File: config.mk
export PLATFORM = sky130hd
export DESIGN_NAME = laser500_ram_arbiter_flat
export DESIGN_NICKNAME = d
export VERILOG_FILES = /design/src/rtl/laser500_ram_arbiter_if.sv /design/src/rtl/laser500_ram_arbiter.sv /design/src/flat_wrapper.sv
export SDC_FILE = /design/constraint.sdc
export NUM_CORES = 1
export LEC_CHECK = 0
export BUFFER_PORTS_ARGS = -buffer_cell sky130_fd_sc_hd__buf_2
export CORE_ASPECT_RATIO = 0.75
export CORE_MARGIN = 1
export CORE_UTILIZATION = 45
export CTS_CLUSTER_DIAMETER = 40
export DETAILED_ROUTE_END_ITERATION = 10
export GPL_TIMING_DRIVEN = 0
export PLACE_DENSITY = 0.74
export SLEW_MARGIN = 5
export SYNTH_ARGS = -nofsm -noshare
export SYNTH_HDL_FRONTEND = slang
export SYNTH_SLANG_ARGS = --single-unit
File: constraint.sdc
create_clock -name F14M -period 5.01 [get_ports F14M]
set_input_delay 0.2505 -clock F14M [delete_from_list [all_inputs] [get_ports F14M]]
set_output_delay 0.2505 -clock F14M [all_outputs]
set_load 0.02 [all_outputs]
File: src/rtl/laser500_ram_arbiter_if.sv
// ----------------------------------------------------------------------------
// laser500_ram_arbiter_if
// Bundles every requester-side and memory-side signal of the Laser 500 SDRAM
// byte-port arbiter. The clock (F14M) and reset (RESET_n) are not part of it.
//
//   slave  modport : the arbiter's view (requests in, acks/data/strobes out)
//   master modport : the environment's view (requesters + sdram controller)
//
// Signals:
//   dio_wr/dio_addr/dio_data, dio_ovf             download path
//   vid_req/vid_addr, vid_ack/vid_data            video fetcher
//   cpu_req/cpu_we/cpu_addr/cpu_wdata,
//   cpu_ack/cpu_rdata/cpu_wait_n                  Z80 CPU
//   mem_addr/mem_din/mem_we/mem_oe, mem_dout      sdram byte port
//   cpu_stall_cnt                                 only with ARB_STATS_EN
//
// Optional feature macro: ARB_STATS_EN
// ----------------------------------------------------------------------------
interface laser500_ram_arbiter_if #(
    parameter int AW = 25
);
    logic          dio_wr;
    logic [AW-1:0] dio_addr;
    logic [7:0]    dio_data;
    logic          dio_ovf;

    logic          vid_req;
    logic [AW-1:0] vid_addr;
    logic          vid_ack;
    logic [7:0]    vid_data;

    logic          cpu_req;
    logic          cpu_we;
    logic [AW-1:0] cpu_addr;
    logic [7:0]    cpu_wdata;
    logic          cpu_ack;
    logic [7:0]    cpu_rdata;
    logic          cpu_wait_n;

    logic [AW-1:0] mem_addr;
    logic [7:0]    mem_din;
    logic          mem_we;
    logic          mem_oe;
    logic [7:0]    mem_dout;

`ifdef ARB_STATS_EN
    logic [15:0]   cpu_stall_cnt;
`endif

    modport slave (
        input  dio_wr, dio_addr, dio_data,
        output dio_ovf,
        input  vid_req, vid_addr,
        output vid_ack, vid_data,
        input  cpu_req, cpu_we, cpu_addr, cpu_wdata,
        output cpu_ack, cpu_rdata, cpu_wait_n,
        output mem_addr, mem_din, mem_we, mem_oe,
        input  mem_dout
`ifdef ARB_STATS_EN
        , output cpu_stall_cnt
`endif
    );

    modport master (
        output dio_wr, dio_addr, dio_data,
        input  dio_ovf,
        output vid_req, vid_addr,
        input  vid_ack, vid_data,
        output cpu_req, cpu_we, cpu_addr, cpu_wdata,
        input  cpu_ack, cpu_rdata, cpu_wait_n,
        input  mem_addr, mem_din, mem_we, mem_oe,
        output mem_dout
`ifdef ARB_STATS_EN
        , input cpu_stall_cnt
`endif
    );
endinterface

File: src/rtl/laser500_ram_arbiter.sv
// ----------------------------------------------------------------------------
// laser500_ram_arbiter
// Single-port arbiter/sequencer for the SDRAM byte port shared by the download
// path, the video fetcher and the Z80. One access at a time; each strobe is
// held for ACC_CYCLES clocks, followed by a one-cycle ack slot.
//
// Ports:
//   F14M     : system clock
//   RESET_n  : asynchronous active-low reset
//   bus      : laser500_ram_arbiter_if.slave (requesters + sdram port)
//
// Parameters: ACC_CYCLES (strobe length, >=1), STARVE_LIMIT (pending-CPU
// cycles before the CPU outranks video), AW (address width).
//
// Optional feature macro: ARB_STATS_EN adds bus.cpu_stall_cnt, a saturating
// count of cycles with cpu_wait_n low.
// ----------------------------------------------------------------------------
module laser500_ram_arbiter #(
    parameter int ACC_CYCLES   = 4,
    parameter int STARVE_LIMIT = 32,
    parameter int AW           = 25
) (
    input  logic                   F14M,
    input  logic                   RESET_n,
    laser500_ram_arbiter_if.slave  bus
);
    localparam int CW = $clog2(ACC_CYCLES + 1);
    localparam int SW = $clog2(STARVE_LIMIT + 1);
    localparam logic [CW-1:0] CNT_LOAD   = CW'(ACC_CYCLES - 1);
    localparam logic [SW-1:0] STARVE_MAX = SW'(STARVE_LIMIT);

    typedef enum logic [1:0] {ST_IDLE = 2'd0, ST_BUSY = 2'd1, ST_DONE = 2'd2} state_t;
    typedef enum logic [1:0] {OWN_DIO = 2'd0, OWN_VID = 2'd1, OWN_CPU = 2'd2} owner_t;

    state_t        state_r, state_s;
    owner_t        owner_r, owner_s;
    logic [CW-1:0] cnt_r, cnt_s;
    logic [AW-1:0] mem_addr_r, mem_addr_s;
    logic [7:0]    mem_din_r, mem_din_s;
    logic          mem_we_r, mem_we_s, mem_oe_r, mem_oe_s;
    logic          vid_ack_r, vid_ack_s, cpu_ack_r, cpu_ack_s;
    logic [7:0]    vid_data_r, vid_data_s, cpu_rdata_r, cpu_rdata_s;
    logic          dio_full_r, dio_full_s, dio_ovf_r, dio_ovf_s;
    logic [AW-1:0] dio_addr_r, dio_addr_s;
    logic [7:0]    dio_data_r, dio_data_s;
    logic [SW-1:0] starve_r, starve_s;
    logic          boost_s, take_dio_s, take_vid_s, take_cpu_s, cpu_served_s;

    // Grant decision: the held download always wins; a starved CPU beats video.
    always_comb begin
        boost_s    = bus.cpu_req && (starve_r == STARVE_MAX);
        take_dio_s = (state_r == ST_IDLE) && dio_full_r;
        take_vid_s = (state_r == ST_IDLE) && !dio_full_r && bus.vid_req && !boost_s;
        take_cpu_s = (state_r == ST_IDLE) && !dio_full_r && bus.cpu_req && (boost_s || !bus.vid_req);
    end

    // Access sequencer: next state, strobes, captured read data and ack pulses.
    always_comb begin
        state_s     = state_r;
        owner_s     = owner_r;
        cnt_s       = cnt_r;
        mem_addr_s  = mem_addr_r;
        mem_din_s   = mem_din_r;
        mem_we_s    = mem_we_r;
        mem_oe_s    = mem_oe_r;
        vid_ack_s   = 1'b0;
        cpu_ack_s   = 1'b0;
        vid_data_s  = vid_data_r;
        cpu_rdata_s = cpu_rdata_r;
        case (state_r)
            ST_IDLE: begin
                if (take_dio_s) begin
                    owner_s    = OWN_DIO;
                    mem_addr_s = dio_addr_r;
                    mem_din_s  = dio_data_r;
                    mem_we_s   = 1'b1;
                    mem_oe_s   = 1'b0;
                    cnt_s      = CNT_LOAD;
                    state_s    = ST_BUSY;
                end else if (take_vid_s) begin
                    owner_s    = OWN_VID;
                    mem_addr_s = bus.vid_addr;
                    mem_din_s  = 8'h00;
                    mem_we_s   = 1'b0;
                    mem_oe_s   = 1'b1;
                    cnt_s      = CNT_LOAD;
                    state_s    = ST_BUSY;
                end else if (take_cpu_s) begin
                    owner_s    = OWN_CPU;
                    mem_addr_s = bus.cpu_addr;
                    mem_din_s  = bus.cpu_wdata;
                    mem_we_s   = bus.cpu_we;
                    mem_oe_s   = ~bus.cpu_we;
                    cnt_s      = CNT_LOAD;
                    state_s    = ST_BUSY;
                end else begin
                    state_s    = ST_IDLE;
                end
            end
            ST_BUSY: begin
                if (cnt_r == {CW{1'b0}}) begin
                    // mem_dout is sampled on the last edge the strobe is still high
                    if (mem_oe_r && (owner_r == OWN_VID)) begin
                        vid_data_s = bus.mem_dout;
                    end else if (mem_oe_r && (owner_r == OWN_CPU)) begin
                        cpu_rdata_s = bus.mem_dout;
                    end else begin
                        vid_data_s = vid_data_r;
                    end
                    mem_we_s  = 1'b0;
                    mem_oe_s  = 1'b0;
                    vid_ack_s = (owner_r == OWN_VID);
                    cpu_ack_s = (owner_r == OWN_CPU);
                    state_s   = ST_DONE;
                end else begin
                    cnt_s = cnt_r - CW'(1);
                end
            end
            ST_DONE: begin
                state_s = ST_IDLE;
            end
            default: begin
                mem_we_s = 1'b0;
                mem_oe_s = 1'b0;
                state_s  = ST_IDLE;
            end
        endcase
    end

    // Download holding register: refills in the same cycle it is granted.
    always_comb begin
        dio_full_s = dio_full_r;
        dio_addr_s = dio_addr_r;
        dio_data_s = dio_data_r;
        dio_ovf_s  = dio_ovf_r;
        if (bus.dio_wr) begin
            if (!dio_full_r || take_dio_s) begin
                dio_full_s = 1'b1;
                dio_addr_s = bus.dio_addr;
                dio_data_s = bus.dio_data;
            end else begin
                dio_ovf_s  = 1'b1;
            end
        end else if (take_dio_s) begin
            dio_full_s = 1'b0;
        end else begin
            dio_full_s = dio_full_r;
        end
    end

    // Starvation counter: counts while the CPU waits and is not being served.
    always_comb begin
        cpu_served_s = take_cpu_s || ((state_r != ST_IDLE) && (owner_r == OWN_CPU));
        if (take_cpu_s) begin
            starve_s = {SW{1'b0}};
        end else if (bus.cpu_req && !cpu_served_s && (starve_r != STARVE_MAX)) begin
            starve_s = starve_r + SW'(1);
        end else begin
            starve_s = starve_r;
        end
    end

    // State and output registers.
    always_ff @(posedge F14M or negedge RESET_n) begin
        if (!RESET_n) begin
            state_r     <= ST_IDLE;
            owner_r     <= OWN_DIO;
            cnt_r       <= {CW{1'b0}};
            mem_addr_r  <= {AW{1'b0}};
            mem_din_r   <= 8'h00;
            mem_we_r    <= 1'b0;
            mem_oe_r    <= 1'b0;
            vid_ack_r   <= 1'b0;
            cpu_ack_r   <= 1'b0;
            vid_data_r  <= 8'h00;
            cpu_rdata_r <= 8'h00;
            dio_full_r  <= 1'b0;
            dio_addr_r  <= {AW{1'b0}};
            dio_data_r  <= 8'h00;
            dio_ovf_r   <= 1'b0;
            starve_r    <= {SW{1'b0}};
        end else begin
            state_r     <= state_s;
            owner_r     <= owner_s;
            cnt_r       <= cnt_s;
            mem_addr_r  <= mem_addr_s;
            mem_din_r   <= mem_din_s;
            mem_we_r    <= mem_we_s;
            mem_oe_r    <= mem_oe_s;
            vid_ack_r   <= vid_ack_s;
            cpu_ack_r   <= cpu_ack_s;
            vid_data_r  <= vid_data_s;
            cpu_rdata_r <= cpu_rdata_s;
            dio_full_r  <= dio_full_s;
            dio_addr_r  <= dio_addr_s;
            dio_data_r  <= dio_data_s;
            dio_ovf_r   <= dio_ovf_s;
            starve_r    <= starve_s;
        end
    end

    assign bus.mem_addr   = mem_addr_r;
    assign bus.mem_din    = mem_din_r;
    assign bus.mem_we     = mem_we_r;
    assign bus.mem_oe     = mem_oe_r;
    assign bus.vid_ack    = vid_ack_r;
    assign bus.vid_data   = vid_data_r;
    assign bus.cpu_ack    = cpu_ack_r;
    assign bus.cpu_rdata  = cpu_rdata_r;
    assign bus.dio_ovf    = dio_ovf_r;
    // WAIT_n must release in the ack cycle itself, so it is combinational.
    assign bus.cpu_wait_n = ~(bus.cpu_req & ~cpu_ack_r);

`ifdef ARB_STATS_EN
    logic [15:0] stall_r;

    // CPU stall statistics: saturating count of WAIT_n-low cycles.
    always_ff @(posedge F14M or negedge RESET_n) begin
        if (!RESET_n) begin
            stall_r <= 16'h0000;
        end else if (!bus.cpu_wait_n && (stall_r != 16'hFFFF)) begin
            stall_r <= stall_r + 16'd1;
        end else begin
            stall_r <= stall_r;
        end
    end

    assign bus.cpu_stall_cnt = stall_r;
`endif
endmodule

File: src/flat_wrapper.sv
// flat-port wrapper written by rule: the top's interface ports become plain ports
module laser500_ram_arbiter_flat 
#(
    parameter int ACC_CYCLES   = 4,
    parameter int STARVE_LIMIT = 32,
    parameter int AW           = 25
)
  (F14M, RESET_n, bus_dio_wr, bus_dio_addr, bus_dio_data, bus_dio_ovf, bus_vid_req, bus_vid_addr, bus_vid_ack, bus_vid_data, bus_cpu_req, bus_cpu_we, bus_cpu_addr, bus_cpu_wdata, bus_cpu_ack, bus_cpu_rdata, bus_cpu_wait_n, bus_mem_addr, bus_mem_din, bus_mem_we, bus_mem_oe, bus_mem_dout);
  laser500_ram_arbiter_if #(.AW(AW)) bus_i ();
  input  logic F14M;
  input  logic RESET_n;
  input wire logic [$bits(bus_i.dio_wr)-1:0] bus_dio_wr;
  input wire logic [$bits(bus_i.dio_addr)-1:0] bus_dio_addr;
  input wire logic [$bits(bus_i.dio_data)-1:0] bus_dio_data;
  output wire logic [$bits(bus_i.dio_ovf)-1:0] bus_dio_ovf;
  input wire logic [$bits(bus_i.vid_req)-1:0] bus_vid_req;
  input wire logic [$bits(bus_i.vid_addr)-1:0] bus_vid_addr;
  output wire logic [$bits(bus_i.vid_ack)-1:0] bus_vid_ack;
  output wire logic [$bits(bus_i.vid_data)-1:0] bus_vid_data;
  input wire logic [$bits(bus_i.cpu_req)-1:0] bus_cpu_req;
  input wire logic [$bits(bus_i.cpu_we)-1:0] bus_cpu_we;
  input wire logic [$bits(bus_i.cpu_addr)-1:0] bus_cpu_addr;
  input wire logic [$bits(bus_i.cpu_wdata)-1:0] bus_cpu_wdata;
  output wire logic [$bits(bus_i.cpu_ack)-1:0] bus_cpu_ack;
  output wire logic [$bits(bus_i.cpu_rdata)-1:0] bus_cpu_rdata;
  output wire logic [$bits(bus_i.cpu_wait_n)-1:0] bus_cpu_wait_n;
  output wire logic [$bits(bus_i.mem_addr)-1:0] bus_mem_addr;
  output wire logic [$bits(bus_i.mem_din)-1:0] bus_mem_din;
  output wire logic [$bits(bus_i.mem_we)-1:0] bus_mem_we;
  output wire logic [$bits(bus_i.mem_oe)-1:0] bus_mem_oe;
  input wire logic [$bits(bus_i.mem_dout)-1:0] bus_mem_dout;
  assign bus_i.dio_wr = bus_dio_wr;
  assign bus_i.dio_addr = bus_dio_addr;
  assign bus_i.dio_data = bus_dio_data;
  assign bus_dio_ovf = bus_i.dio_ovf;
  assign bus_i.vid_req = bus_vid_req;
  assign bus_i.vid_addr = bus_vid_addr;
  assign bus_vid_ack = bus_i.vid_ack;
  assign bus_vid_data = bus_i.vid_data;
  assign bus_i.cpu_req = bus_cpu_req;
  assign bus_i.cpu_we = bus_cpu_we;
  assign bus_i.cpu_addr = bus_cpu_addr;
  assign bus_i.cpu_wdata = bus_cpu_wdata;
  assign bus_cpu_ack = bus_i.cpu_ack;
  assign bus_cpu_rdata = bus_i.cpu_rdata;
  assign bus_cpu_wait_n = bus_i.cpu_wait_n;
  assign bus_mem_addr = bus_i.mem_addr;
  assign bus_mem_din = bus_i.mem_din;
  assign bus_mem_we = bus_i.mem_we;
  assign bus_mem_oe = bus_i.mem_oe;
  assign bus_i.mem_dout = bus_mem_dout;
  laser500_ram_arbiter #(.ACC_CYCLES(ACC_CYCLES), .STARVE_LIMIT(STARVE_LIMIT), .AW(AW)) u_core (.F14M(F14M), .RESET_n(RESET_n), .bus(bus_i));
endmodule
# Yosys cells after proc, flatten, opt, wreduce, memory -nomap -nowiden
# Cells that the tools add are included.
[op_classes] reduce_logical=34 addsub=2 n_eq_ne=10 n_mux=37 bitwise=7
[op_table] cell="$mux W25" n=3
[op_table] cell="$mux W8" n=3
[op_table] cell="$mux W1" n=15
[op_table] cell="$logic_and A1 B1 Y1" n=12
[op_table] cell="$mux W2" n=6
[op_table] cell="$mux W3" n=4
[op_table] cell="$mux W6" n=2
[op_table] cell="$reduce_and A3 Y1" n=3
[op_table] cell="$reduce_and A2 Y1" n=4
[op_table] cell="$reduce_bool A2 Y1" n=4
[op_table] cell="$add A6 B1 Y6 const B" n=1
[op_table] cell="$eq A6 B6 Y1 const B" n=1
[op_table] cell="$ne A6 B6 Y1 const B" n=1
[op_table] cell="$not A1 Y1" n=6
[op_table] cell="$pmux W1 S3" n=2
[op_table] cell="$pmux W3 S2" n=1
[op_table] cell="$eq A2 B1 Y1 const B" n=2
[op_table] cell="$eq A2 B2 Y1 const B" n=2
[op_table] cell="$logic_not A1 Y1" n=4
[op_table] cell="$ne A2 B1 Y1 const B" n=2
[op_table] cell="$ne A4 B1 Y1 const B" n=1
[op_table] cell="$pmux W2 S2" n=1
[op_table] cell="$reduce_and A4 Y1" n=1
[op_table] cell="$logic_not A3 Y1" n=1
[op_table] cell="other kinds (6)" n=8
[totals] output_inout_bits=55 ff_bits=101

# Longest topological paths before layout
# Gate-level depths: netlist of the first run.
[logic_depth] depth_word=10 ltp_mapped=7

# Worst setup path after synthesis of the first run
# No wires, ideal clock.
[synth_path] path_kind="register to register" start="register u_core.dio_full_r" end="register u_core.mem_addr_r[17], in the netlist u_core.bus.mem_addr[17]" stages_incl_launch_ff=6 arrival_time_ns=1.703 path_slack_ns=3.229 period_less_slack_ns=1.781 cell_sequence="dfrtp_1 or4b_1 a31oi_2 buf_6 a221oi_1 o2bb2ai_1"
[synth_via] elab_chain_cells=6 elab_cells_between_ends=11 classes_between="mux (2); reduce/logical (9)"
[synth_rtl] item="start: declaration" line_no="laser500_ram_arbiter.sv:43" source="logic dio_full_r, dio_full_s, dio_ovf_r, dio_ovf_s;"
[synth_rtl] item="start signal: assignment" line_no="laser500_ram_arbiter.sv:194" source="dio_full_r <= dio_full_s;"
[synth_rtl] item="$logic_not A1 Y1" line_no="laser500_ram_arbiter.sv:53, laser500_ram_arbiter.sv:54"
[synth_rtl] item="$logic_and A1 B1 Y1" line_no="laser500_ram_arbiter.sv:53, laser500_ram_arbiter.sv:54"
[synth_rtl] item="$logic_and A1 B1 Y1 (on tied branches) (2 in a row)" line_no="laser500_ram_arbiter.sv:54, laser500_ram_arbiter.sv:53"
[synth_rtl] item="$reduce_bool A3 Y1 (no source line) / $mux W25 (equally long branches)"
[synth_rtl] item="$reduce_and A2 Y1 (no source line) / $mux W25 (equally long branches)"
[synth_rtl] item="end signal: assignment" line_no="laser500_ram_arbiter.sv:169" source="mem_addr_r <= {AW{1'b0}};"
[synth_rtl] item="end signal: assignment" line_no="laser500_ram_arbiter.sv:186" source="mem_addr_r <= mem_addr_s;"
[synth_rtl] item="end: declaration" line_no="laser500_ram_arbiter.sv:38" source="logic [AW-1:0] mem_addr_r, mem_addr_s;"
# Several ways; a longest one is shown, not always the timed one.
# A chain may end at the register's enable or synchronous reset.

# Worst setup path after layout of the first run
[layout_path] start="register u_core.state_r[0]" end="register u_core.mem_addr_r[8], in the netlist u_core.bus.mem_addr[8]"
[layout_via] elab_chain_cells=6 elab_cells_between_ends=11 classes_between="mux (2); reduce/logical (9)"
[layout_rtl] item="start: declaration" line_no="laser500_ram_arbiter.sv:35" source="state_t state_r, state_s;"
[layout_rtl] item="start signal: assignment" line_no="laser500_ram_arbiter.sv:183" source="state_r <= state_s;"
[layout_rtl] item="$logic_not A2 Y1 (*)"
[layout_rtl] item="$logic_and A1 B1 Y1" line_no="laser500_ram_arbiter.sv:53, laser500_ram_arbiter.sv:54"
[layout_rtl] item="$logic_and A1 B1 Y1 (on tied branches) (2 in a row)" line_no="laser500_ram_arbiter.sv:54, laser500_ram_arbiter.sv:53"
[layout_rtl] item="$reduce_bool A3 Y1 (no source line) / $mux W25 (equally long branches)"
[layout_rtl] item="$reduce_and A2 Y1 (no source line) / $mux W25 (equally long branches)"
# Every way passes the cells marked *; elsewhere a longest branch is shown, timed or not.

==> flow_metrics.py, run 1 <==
metrics = {
    "floorplan": {
        "design.core.area_sq_mm": 0.00923,
        "die_h_um": 87.2,
        "die_w_um": 116,
        "ios": 160,
        "dieArea_sq_mm": 0.0101,
        "rows": 30,
        "start_util": 0.472,
    },
    "global_routing": {
        "grt_max_degree": 67,
        "grt_pass1_wl_um": 16900,
        "track_usage": 0.224,
        "overflow": 0,
        "antenna_found_initial": 0,
        "first_global_vias": 3304,
    },
    "placement": {
        "place_area_sq_mm": 0.00534,
        "routabilityCongestion": 0.817,
        "port_buffers": 159,
        "dp_hpwl_um": 7970,
    },
    "worst_setup_path": {
        "critPathCaptureType": "register",
        "cp_top_family": "simple AND/OR/NAND/NOR gates",
        "cp.arrival_ns": 2.56,
        "required_ns": 5.23,
        "crit_type": "register to register",
        "crit_top_cell": "clkbuf_1",
        "start_kind": "register",
        "slowest_stage": "nor2_1",
        "cpPeakStageDelay_ns": 0.53,
        "path_max_fanout": 10,
        "crit_chain": "nor2_1, nand2b_1, clkbuf_1, clkbuf_1, a221oi_1, o2bb2ai_1",
        "worst-path-buf-inv": 2,
    },
    "cts": {
        "cts_root_buf": "clkbuf_16",
        "clk_latency_ns": 0.35,
        "cts.sinks": 101,
        "htree_levels": 3,
        "clockBufferDepth": 2,
        "clk_pin_slew_ns": 0.07,
        "cts_setup_buffers": 0,
        "tritoncts": "done",
        "numCtsBuffers": 9,
        "post_cts_resized": 0,
    },
    "route": {
        "wl_met3_um": 744,
        "drt_first_pass_iters": 4,
        "via_per_inst": 5.39,
        "initialDrtViolationCount": 194,
        "highest_layer": "met4",
        "drc": 0,
        "met1_length_um": 4750,
        "routed_wl_um": 10900,
        "wl_met2_um": 5250,
        "final_antenna_net_count": 0,
        "num_vias": 3470,
        "wl_per_cell_um": 17.0,
    },
    "power_and_ir_drop": {
        "switching_share": 0.369,
        "net-switching-power_w": 0.00130,
        "vdd_ir_drop_max_v": 0.000285,
        "power_frac_seq": 0.397,
        "power.internal_w": 0.00222,
        "power_frac_comb": 0.388,
        "clkPwrFrac": 0.214,
        "report.power.total_w": 0.00352,
        "leakage_nw": 2.66,
        "p_per_area_mw_per_mm2": 620,
    },
    "timing": {
        "finalCriticalPeriod_ns": 2.34,
        "fmax_mhz": 428,
        "hold_viol": 0,
        "slew_headroom": 0.541,
        "finalSetupViolCount": 0,
        "rsz0062_at_grt": "false",
        "worst_pin_slew_ns": 0.687,
        "report.final.slew_viol_count": 0,
        "skew_ns": 0.0116,
        "finalSetupTns_ns": 0,
        "post-route-period-util": 0.466,
    },
    "logic_synthesis": {
        "synth_seq_cells": 101,
        "syn-num-nets": 448,
        "synth_top_area_frac": 0.580,
        "ys_warn_count": 0,
        "synth_area_per_cell_sq_um": 12.8,
        "syn_inst": 339,
        "yosysMostFrequentCell": "dfrtp_1",
        "synth_area_leaders": "dfrtp_1 (58%), mux2_2 (13%), a221oi_1 (5.2%)",
        "netlist_area_sq_mm": 0.00435,
        "ys_async_sr_fraction": 1.00,
        "synth_common_cells": "dfrtp_1 (101), mux2_2 (49), nor2_1 (32), a221oi_1 (26), o2bb2ai_1 (25)",
        "synth_ff_type": "dfrtp_1",
        "synth_edf_count": 0,
        "synth_cell_types": 38,
        "synth_seq_area_share": 0.580,
        "yosysTopAreaCell": "dfrtp_1",
    },
    "worst_hold_path": {
        "hp-class": "input pin to register",
    },
    "cells_and_area": {
        "fin_area_sq_mm": 0.00568,
        "drive_gt1_frac": 0.467,
        "syn2layout_area_growth_pct": 30.3,
        "nets": 620,
        "final_util": 0.615,
        "diodes": 0,
    },
    "run_status": {
        "status": "finished clean",
    },
    "job": {
        "max_cap_violations": 0,
    },
}
[power by group through the flow]
stage | sequential, W | clock, W | combinational (W)
6_report | 0.00140 | 0.000754 | 0.00137
5_1_grt | 0.00144 | 0.000797 | 0.00150
4_1_cts | 0.00139 | 0.000771 | 0.00138
3_5_place_dp | 0.00140 | 0 | 0.00138
3_3_place_gp | 0.00139 | 0 | 0.00133
2_1_floorplan | 0.00158 | 0 | 0.000733
[cell usage in the layout (no fill, tap or decap), types with 2 or more instances in the layout]
master | Yosys | final
buf_2 | 9 | 167
dfrtp_1 | 101 | 101
mux2_2 | 49 | 49
nor2_1 | 32 | 32
a221oi_1 | 26 | 26
o2bb2ai_1 | 25 | 25
nand2_1 | 12 | 12
clkbuf_1 | 10 | 10
a221o_1 | 9 | 9
clkbuf_16 | 0 | 9
and3_1 | 8 | 8
inv_1 | 7 | 7
a21oi_1 | 7 | 7
nand2b_1 | 5 | 5
ha_1 | 4 | 4
nor2b_1 | 3 | 3
xnor2_1 | 3 | 3
o21ai_0 | 3 | 3
nor3_1 | 3 | 3
nand3_1 | 2 | 2
a211oi_1 | 2 | 2
buf_6 | 2 | 2
clkinv_2 | 0 | 2
bufinv_16 | 0 | 2
[worst paths after layout]
check,startpoint,endpoint,slack (ns),depth (start not counted)
max,u_core.state_r[0]$_DFFE_PN0P_,u_core.bus.mem_addr[8]$_DFFE_PN0P_,2.67,6
min,bus_cpu_addr[16],u_core.bus.mem_addr[16]$_DFFE_PN0P_,0.10,2
max reg2reg,u_core.state_r[0]$_DFFE_PN0P_,u_core.bus.mem_addr[8]$_DFFE_PN0P_,2.67,6
min reg2reg,u_core.bus.dio_ovf$_DFFE_PN0P_,u_core.bus.dio_ovf$_DFFE_PN0P_,0.47,1
max in group asynchronous,RESET_n,u_core.bus.vid_data[6]$_DFFE_PN0P_,3.93,3
min in group asynchronous,RESET_n,u_core.bus.mem_addr[21]$_DFFE_PN0P_,0.40,2
[logic make-up after synthesis]
kind of cell,synth area share
muxes,0.129
adders and majority gates,0.0115
and+or+nand+nor,0.0845
AOI/OAI and AO/OA,0.158
DFF,0.580
buffers and inverters,0.0302
xor gates and xnor gates,0.00604
[registers in the layout (all words and copies together), names as in the netlist]
name,count
u_core.bus.cpu_ack,1
u_core.bus.vid_data,8
u_core.dio_addr_r,25
u_core.cnt_r,3
u_core.bus.mem_oe,1
u_core.bus.cpu_rdata,8
u_core.bus.mem_we,1
u_core.starve_r,6
u_core.dio_data_r,8
u_core.dio_full_r,1
u_core.bus.dio_ovf,1
u_core.bus.vid_ack,1
u_core.owner_r,2
u_core.bus.mem_addr,25
u_core.bus.mem_din,8
u_core.state_r,2
[worst register-to-register path, stage by stage (launching register included)]
cell and delay [ns]:
dfrtp_1 0.44, nor2_1 0.53, nand2b_1 0.16, clkbuf_1 0.29, clkbuf_1 0.31, a221oi_1 0.36, o2bb2ai_1 0.12
[layout make-up]
class,count,area (sq um)
clock buffers,10,239
multi-input cells,210,1700
inverters,7,26.3
clock inverters,6,86.3
repair buffers,161,836
flip-flops and latches,101,2530
plain buffers,21,105
well taps,128,160
fillers,777,3560
[through the flow]
stage | hold slack, ns | cells | setup slack, ns
after global routing | 0.106 | 644 | 2.47
final | 0.101 | 644 | 2.67
after floorplan | -0.0451 | 339 | 3.23
after CTS | 0.0935 | 644 | 2.70
after detailed placement | 0.246 | 627 | 2.72
after global placement | 0.452 | 626 | 2.64
[layer usage]
metal / global-route usage / vias to the layer above
met2: 0.354 / 116
met4: 0.0791 / 0
met3: 0.0612 / 15
li1: - / 1623
met1: 0.298 / 1716
met5: 0 / -
[repair_timing]
item / in CTS / in global routing
endpoints found under the hold margin: 35 / 0
endpoints found under the setup margin: 0 / 0
hold buffers: 1 / 0
(Power assumes the default switching activity.)
==> run 2, diff against run 1 <==
--- a/config.mk
+++ b/config.mk
@@ -12,7 +12,7 @@
 export CTS_CLUSTER_DIAMETER = 40
 export DETAILED_ROUTE_END_ITERATION = 10
 export GPL_TIMING_DRIVEN = 0
-export PLACE_DENSITY = 0.74
+export PLACE_DENSITY = 0.77
 export SLEW_MARGIN = 5
 export SYNTH_ARGS = -nofsm -noshare
 export SYNTH_HDL_FRONTEND = slang
==> constraint.sdc (replaced) <==
create_clock -name F14M -period 2.15 [get_ports F14M]
set_input_delay 0.1075 -clock F14M [delete_from_list [all_inputs] [get_ports F14M]]
set_output_delay 0.1075 -clock F14M [all_outputs]
set_load 0.02 [all_outputs]
==> run 2 against run 1 <==
  * Critical path type unchanged
  * Total power up 130%
  * Highest routed layer unchanged
  * Clock power up 110%
  * Largest cell class unchanged
  * Global-route usage up 2.3 points
  * Sequential power up 140%
  * Via count up 7.7%
==> flow_metrics.py, run 2 (same netlist as run 1, synthesis figures left out) <==
metrics = {
    "floorplan": {
        "design.core.area_sq_mm": 0.00923,
        "ios": 160,
        "die_h_um": 87.2,
        "dieArea_sq_mm": 0.0101,
        "start_util": 0.472,
        "die_w_um": 116,
        "rows": 30,
    },
    "placement": {
        "routabilityCongestion": 0.831,
        "port_buffers": 159,
        "placed_cells": 627,
        "pre_cts_slack_ns": -0.152,
        "dp_hpwl_um": 8090,
    },
    "power_and_ir_drop": {
        "clkPwrFrac": 0.196,
        "net-switching-power_w": 0.00309,
        "p_per_area_mw_per_mm2": 1330,
        "leakage_nw": 2.87,
        "vdd_ir_drop_max_v": 0.000866,
        "report.power.total_w": 0.00823,
        "switching_share": 0.375,
        "power_frac_seq": 0.401,
        "power.internal_w": 0.00514,
        "power_frac_comb": 0.404,
    },
    "cells_and_area": {
        "multi_input_area_sq_mm": 0.00171,
        "fillers": 710,
        "syn2layout_area_growth_pct": 42.2,
        "diodes": 0,
        "drive_gt1_frac": 0.425,
        "nets": 673,
        "mostFrequentLayoutCells": "buf_2 (165), dfrtp_1 (101), dlygate4sd3_1 (54)",
        "fin_cells": 697,
        "final_util": 0.671,
        "register_area_sq_mm": 0.00253,
        "final_common_cell": "buf_2",
    },
    "global_routing": {
        "overflow": 0,
        "track_usage": 0.247,
        "antenna_found_initial": 0,
        "first_global_vias": 3873,
        "grt_pass1_wl_um": 18800,
        "grt_max_degree": 62,
    },
    "worst_setup_path": {
        "path_max_fanout": 10,
        "critPathCaptureType": "register",
        "cpPeakStageDelay_ns": 0.58,
        "crit_type": "register to register",
        "cp_top_family": "compound AO/OA/AOI/OAI gates",
        "crit_chain": "or4b_1, a31oi_4, buf_6, a221oi_1, o2bb2ai_1",
        "worst-path-buf-inv": 1,
        "slowest_stage": "or4b_1",
        "cp.arrival_ns": 2.32,
        "required_ns": 2.40,
        "start_kind": "register",
    },
    "route": {
        "final_antenna_net_count": 0,
        "routed_wl_um": 12000,
        "drc": 0,
        "num_vias": 3737,
        "via_per_inst": 5.36,
        "initialDrtViolationCount": 184,
        "drt_first_pass_iters": 4,
        "wl_per_cell_um": 17.3,
    },
    "run_status": {
        "status": "finished clean",
    },
    "timing": {
        "fmax_mhz": 484,
        "worst_pin_slew_ns": 0.794,
        "report.final.slew_viol_count": 0,
        "fin_ws_ns": 0.0856,
        "skew_ns": 0.00614,
        "finalCriticalPeriod_ns": 2.06,
        "rsz0062_at_grt": "true",
        "slew_headroom": 0.471,
        "post-route-period-util": 0.960,
        "hold_viol": 0,
        "finalSetupViolCount": 0,
    },
    "cts": {
        "clk_latency_ns": 0.34,
        "cts_setup_buffers": 0,
        "cts.sinks": 101,
        "clockBufferDepth": 2,
        "numCtsBuffers": 9,
        "clk_pin_slew_ns": 0.07,
        "tritoncts": "done",
        "htree_levels": 3,
        "cts_root_buf": "clkbuf_16",
    },
    "worst_hold_path": {
        "hp-class": "input pin to register",
    },
    "job": {
        "max_cap_violations": 0,
    },
}
-- run 2: changes by cell type in the layout (fill, tap and decap cells not counted), moves of 2 or more --
cell           before  now
dlygate4sd3_1       1   54
clkbuf_2            0    3
buf_2             167  165
clkbuf_4            0    2
clkinv_2            2    0
-- run 2: path summary, 6_finish.rpt --
kind	end	slack, ns	startpoint	cells after the start
max in group asynchronous	u_core.bus.vid_data[3]$_DFFE_PN0P_	1.07	RESET_n	3
hold / removal	u_core.dio_addr_r[1]$_DFFE_PN0P_	0.007	bus_dio_addr[1]	2
hold reg to reg	u_core.bus.dio_ovf$_DFFE_PN0P_	0.47	u_core.bus.dio_ovf$_DFFE_PN0P_	1
min in group asynchronous	u_core.bus.mem_addr[21]$_DFFE_PN0P_	0.40	RESET_n	2
setup reg to reg	u_core.bus.mem_addr[11]$_DFFE_PN0P_	0.09	u_core.state_r[0]$_DFFE_PN0P_	5
setup / recovery	u_core.bus.mem_addr[11]$_DFFE_PN0P_	0.09	u_core.state_r[0]$_DFFE_PN0P_	5
-- run 2: layout make-up --
class / instances / area share
clock inverter: 3 / 0.00727
inverter: 7 / 0.00424
multi-input combinational: 210 / 0.276
timing repair buffer: 214 / 0.219
clock buffer: 13 / 0.0404
tap: 128 / 0.0259
sequential: 101 / 0.408
buffer: 21 / 0.0184
-- run 2: power by group through the flow --
stage	sequential, W	clock, W	combinational (W)
floorplan	0.00368	0	0.00171
global placement	0.00323	0	0.00308
detailed placement	0.00328	0	0.00321
CTS	0.00327	0.00164	0.00330
global route	0.00339	0.00171	0.00362
finish	0.00330	0.00161	0.00332
-- run 2: routing by layer --
metal  up-vias  routed length, um  track usage
li1       1721                  -            -
met1      1848               4910        0.299
met2       140               6190        0.432
met3        28                651       0.0571
met4         0                282       0.0885
met5         -                  0            0
-- run 2: worst register-to-register path, cell delays in order (launching register included) --
cell       delay [ns]
dfrtp_1          0.47
or4b_1           0.58
a31oi_4          0.41
buf_6            0.22
a221oi_1         0.10
o2bb2ai_1        0.21
-- run 2: stage by stage --
stage | TNS, ns | area, sq um | hold slack, ns
floorplan | 0 | 4350 | -0.188
global placement | -3.02 | 5310 | 0.316
detailed placement | -1.28 | 5330 | 0.241
CTS | 0 | 6170 | 0.000579
global route | -0.540 | 6190 | 0.00204
finish | 0 | 6190 | 0.00708
-- run 2: timing repair --
item | in CTS | in global routing
hold endpoints to repair | 112 | 1
hold buffers | 53 | 1
gates resized for setup | 3 | 8
setup endpoints to repair | 26 | 30
==> run 3, diff against run 2 <==
==> constraint.sdc (replaced) <==
create_clock -name F14M -period 2.15 [get_ports F14M]
set_input_delay 0.5375 -clock F14M [delete_from_list [all_inputs] [get_ports F14M]]
set_output_delay 0.5375 -clock F14M [all_outputs]
set_load 0.02 [all_outputs]
==> run 3 against run 2 <==
  * Sequential cell count is the same
  * Core utilization decreased by 5.8 points
  * Combinational power fell by 4%
  * Die area unchanged
  * Non-clock buffer count shrank 54
  * Critical endpoint is now u_core.bus.mem_addr[17]$_DFFE_PN0P_
  * Sequential power barely moved
  * Cell count decreased by 7.7%
  * Wire length down 9.8%
  * Worst setup slack improved by 0.048 ns
  * Largest power group is now sequential cells
==> flow_metrics.py, run 3 (same netlist as run 1, synthesis figures left out) <==
metrics = {
    "run_status": {
        "status": "finished clean",
    },
    "power_and_ir_drop": {
        "report.power.total_w": 0.00808,
        "leakage_nw": 2.64,
        "vdd_ir_drop_max_v": 0.000931,
        "p_per_area_mw_per_mm2": 1430,
    },
    "worst_setup_path": {
        "worst-path-buf-inv": 1,
        "path_max_fanout": 10,
        "cpPeakStageDelay_ns": 0.58,
        "cp_top_family": "compound AO/OA/AOI/OAI gates",
        "slowest_stage": "or4b_1",
        "crit_chain": "or4b_1, a31oi_4, buf_6, a221oi_1, o2bb2ai_1",
        "critPathCaptureType": "register",
        "crit_type": "register to register",
        "cp.arrival_ns": 2.27,
        "start_kind": "register",
        "required_ns": 2.41,
    },
    "cells_and_area": {
        "nets": 619,
        "multi_input_area_sq_mm": 0.00171,
        "final_common_cell": "buf_2",
        "diodes": 0,
        "drive_gt1_frac": 0.470,
        "mostFrequentLayoutCells": "buf_2 (163), dfrtp_1 (101), mux2_2 (49)",
        "fillers": 790,
        "register_area_sq_mm": 0.00253,
        "final_util": 0.613,
        "syn2layout_area_growth_pct": 29.9,
    },
    "timing": {
        "finalSetupViolCount": 0,
        "report.final.slew_viol_count": 0,
        "whs_ns": 0.278,
        "slew_headroom": 0.472,
        "worst_pin_slew_ns": 0.792,
        "hold_viol": 0,
        "fmax_mhz": 496,
        "skew_ns": 0.00690,
        "finalSetupTns_ns": 0,
        "finalCriticalPeriod_ns": 2.02,
        "post-route-period-util": 0.938,
    },
    "floorplan": {
        "design.core.area_sq_mm": 0.00923,
        "dieArea_sq_mm": 0.0101,
        "rows": 30,
        "ios": 160,
        "start_util": 0.472,
        "die_w_um": 116,
        "die_h_um": 87.2,
    },
    "placement": {
        "routabilityCongestion": 0.831,
        "dp_hpwl_um": 8090,
        "port_buffers": 159,
    },
    "route": {
        "drc": 0,
        "drt_first_pass_iters": 4,
        "final_antenna_net_count": 0,
        "initialDrtViolationCount": 141,
        "wl_per_cell_um": 16.9,
        "via_per_inst": 5.37,
        "routed_wl_um": 10900,
        "num_vias": 3452,
    },
    "global_routing": {
        "first_global_vias": 3487,
        "overflow": 0,
        "antenna_found_initial": 0,
        "grt_max_degree": 62,
        "grt_pass1_wl_um": 17100,
        "track_usage": 0.224,
    },
    "cts": {
        "cts_hold_buffers": 0,
        "clockBufferDepth": 2,
        "clk_latency_ns": 0.34,
        "htree_levels": 3,
        "numCtsBuffers": 9,
        "tritoncts": "done",
        "cts_root_buf": "clkbuf_16",
        "cts.sinks": 101,
        "clk_pin_slew_ns": 0.06,
    },
    "worst_hold_path": {
        "hp-class": "input pin to asynchronous set/reset pin",
    },
    "job": {
        "max_cap_violations": 0,
    },
}
## run 3: cell count changes in the layout (fill, tap and decap cells not counted)
cell,delta
buf_4,+2
dlygate4sd3_1,-54
buf_2,-2
## run 3: layout make-up
| cell class | count | share of cell area |
|---|---|---|
| clock buffer | 13 | 0.0442 |
| inverter | 7 | 0.00464 |
| timing repair buffer | 160 | 0.145 |
| multi-input combinational | 210 | 0.303 |
| tap | 128 | 0.0283 |
| buffer | 21 | 0.0210 |
| clock inverter | 3 | 0.00796 |
| sequential | 101 | 0.447 |
## run 3: power by group
group | leakage, nW | internal (W) | total, W | switching (W)
registers | 1.19 | 0.00275 | 0.00328 | 0.000528
clock network | 0.136 | 0.000935 | 0.00160 | 0.000666
logic | 1.31 | 0.00139 | 0.00320 | 0.00181
## run 3: worst paths after layout
check	from	end	slack (ns)	cells past startpoint
min reg2reg	u_core.bus.dio_ovf$_DFFE_PN0P_	u_core.bus.dio_ovf$_DFFE_PN0P_	0.47	1
max reg2reg	u_core.state_r[0]$_DFFE_PN0P_	u_core.bus.mem_addr[17]$_DFFE_PN0P_	0.13	5
min	RESET_n	u_core.bus.mem_addr[21]$_DFFE_PN0P_	0.28	1
max	u_core.state_r[0]$_DFFE_PN0P_	u_core.bus.mem_addr[17]$_DFFE_PN0P_	0.13	5
min in group F14M	bus_cpu_addr[12]	u_core.bus.mem_addr[12]$_DFFE_PN0P_	0.40	2
max in group asynchronous	RESET_n	u_core.bus.vid_data[3]$_DFFE_PN0P_	1.18	2
## run 3: repair_timing
item                       in CTS  in global routing
resized for setup               3                 12
gates cloned                    0                  0
setup buffers                   0                  0
setup endpoints to repair      26                 29
pin swaps                       0                  1
## run 3: metrics by stage
stage | instance area (sq um) | setup WS (ns) | instances
2_1_floorplan | 4350 | 0.344 | 339
3_3_place_gp | 5310 | -0.463 | 626
3_5_place_dp | 5330 | -0.333 | 627
4_1_cts | 5640 | 0.0697 | 643
5_1_grt | 5660 | -0.000143 | 643
6_report | 5660 | 0.134 | 643
## run 3: layer usage
metal | global-route usage | wire, um | vias to the layer above
met5 | 0 | 0 | -
met2 | 0.379 | 5600 | 111
met1 | 0.286 | 4530 | 1716
li1 | - | - | 1610
met3 | 0.0550 | 573 | 15
met4 | 0.0661 | 156 | 0
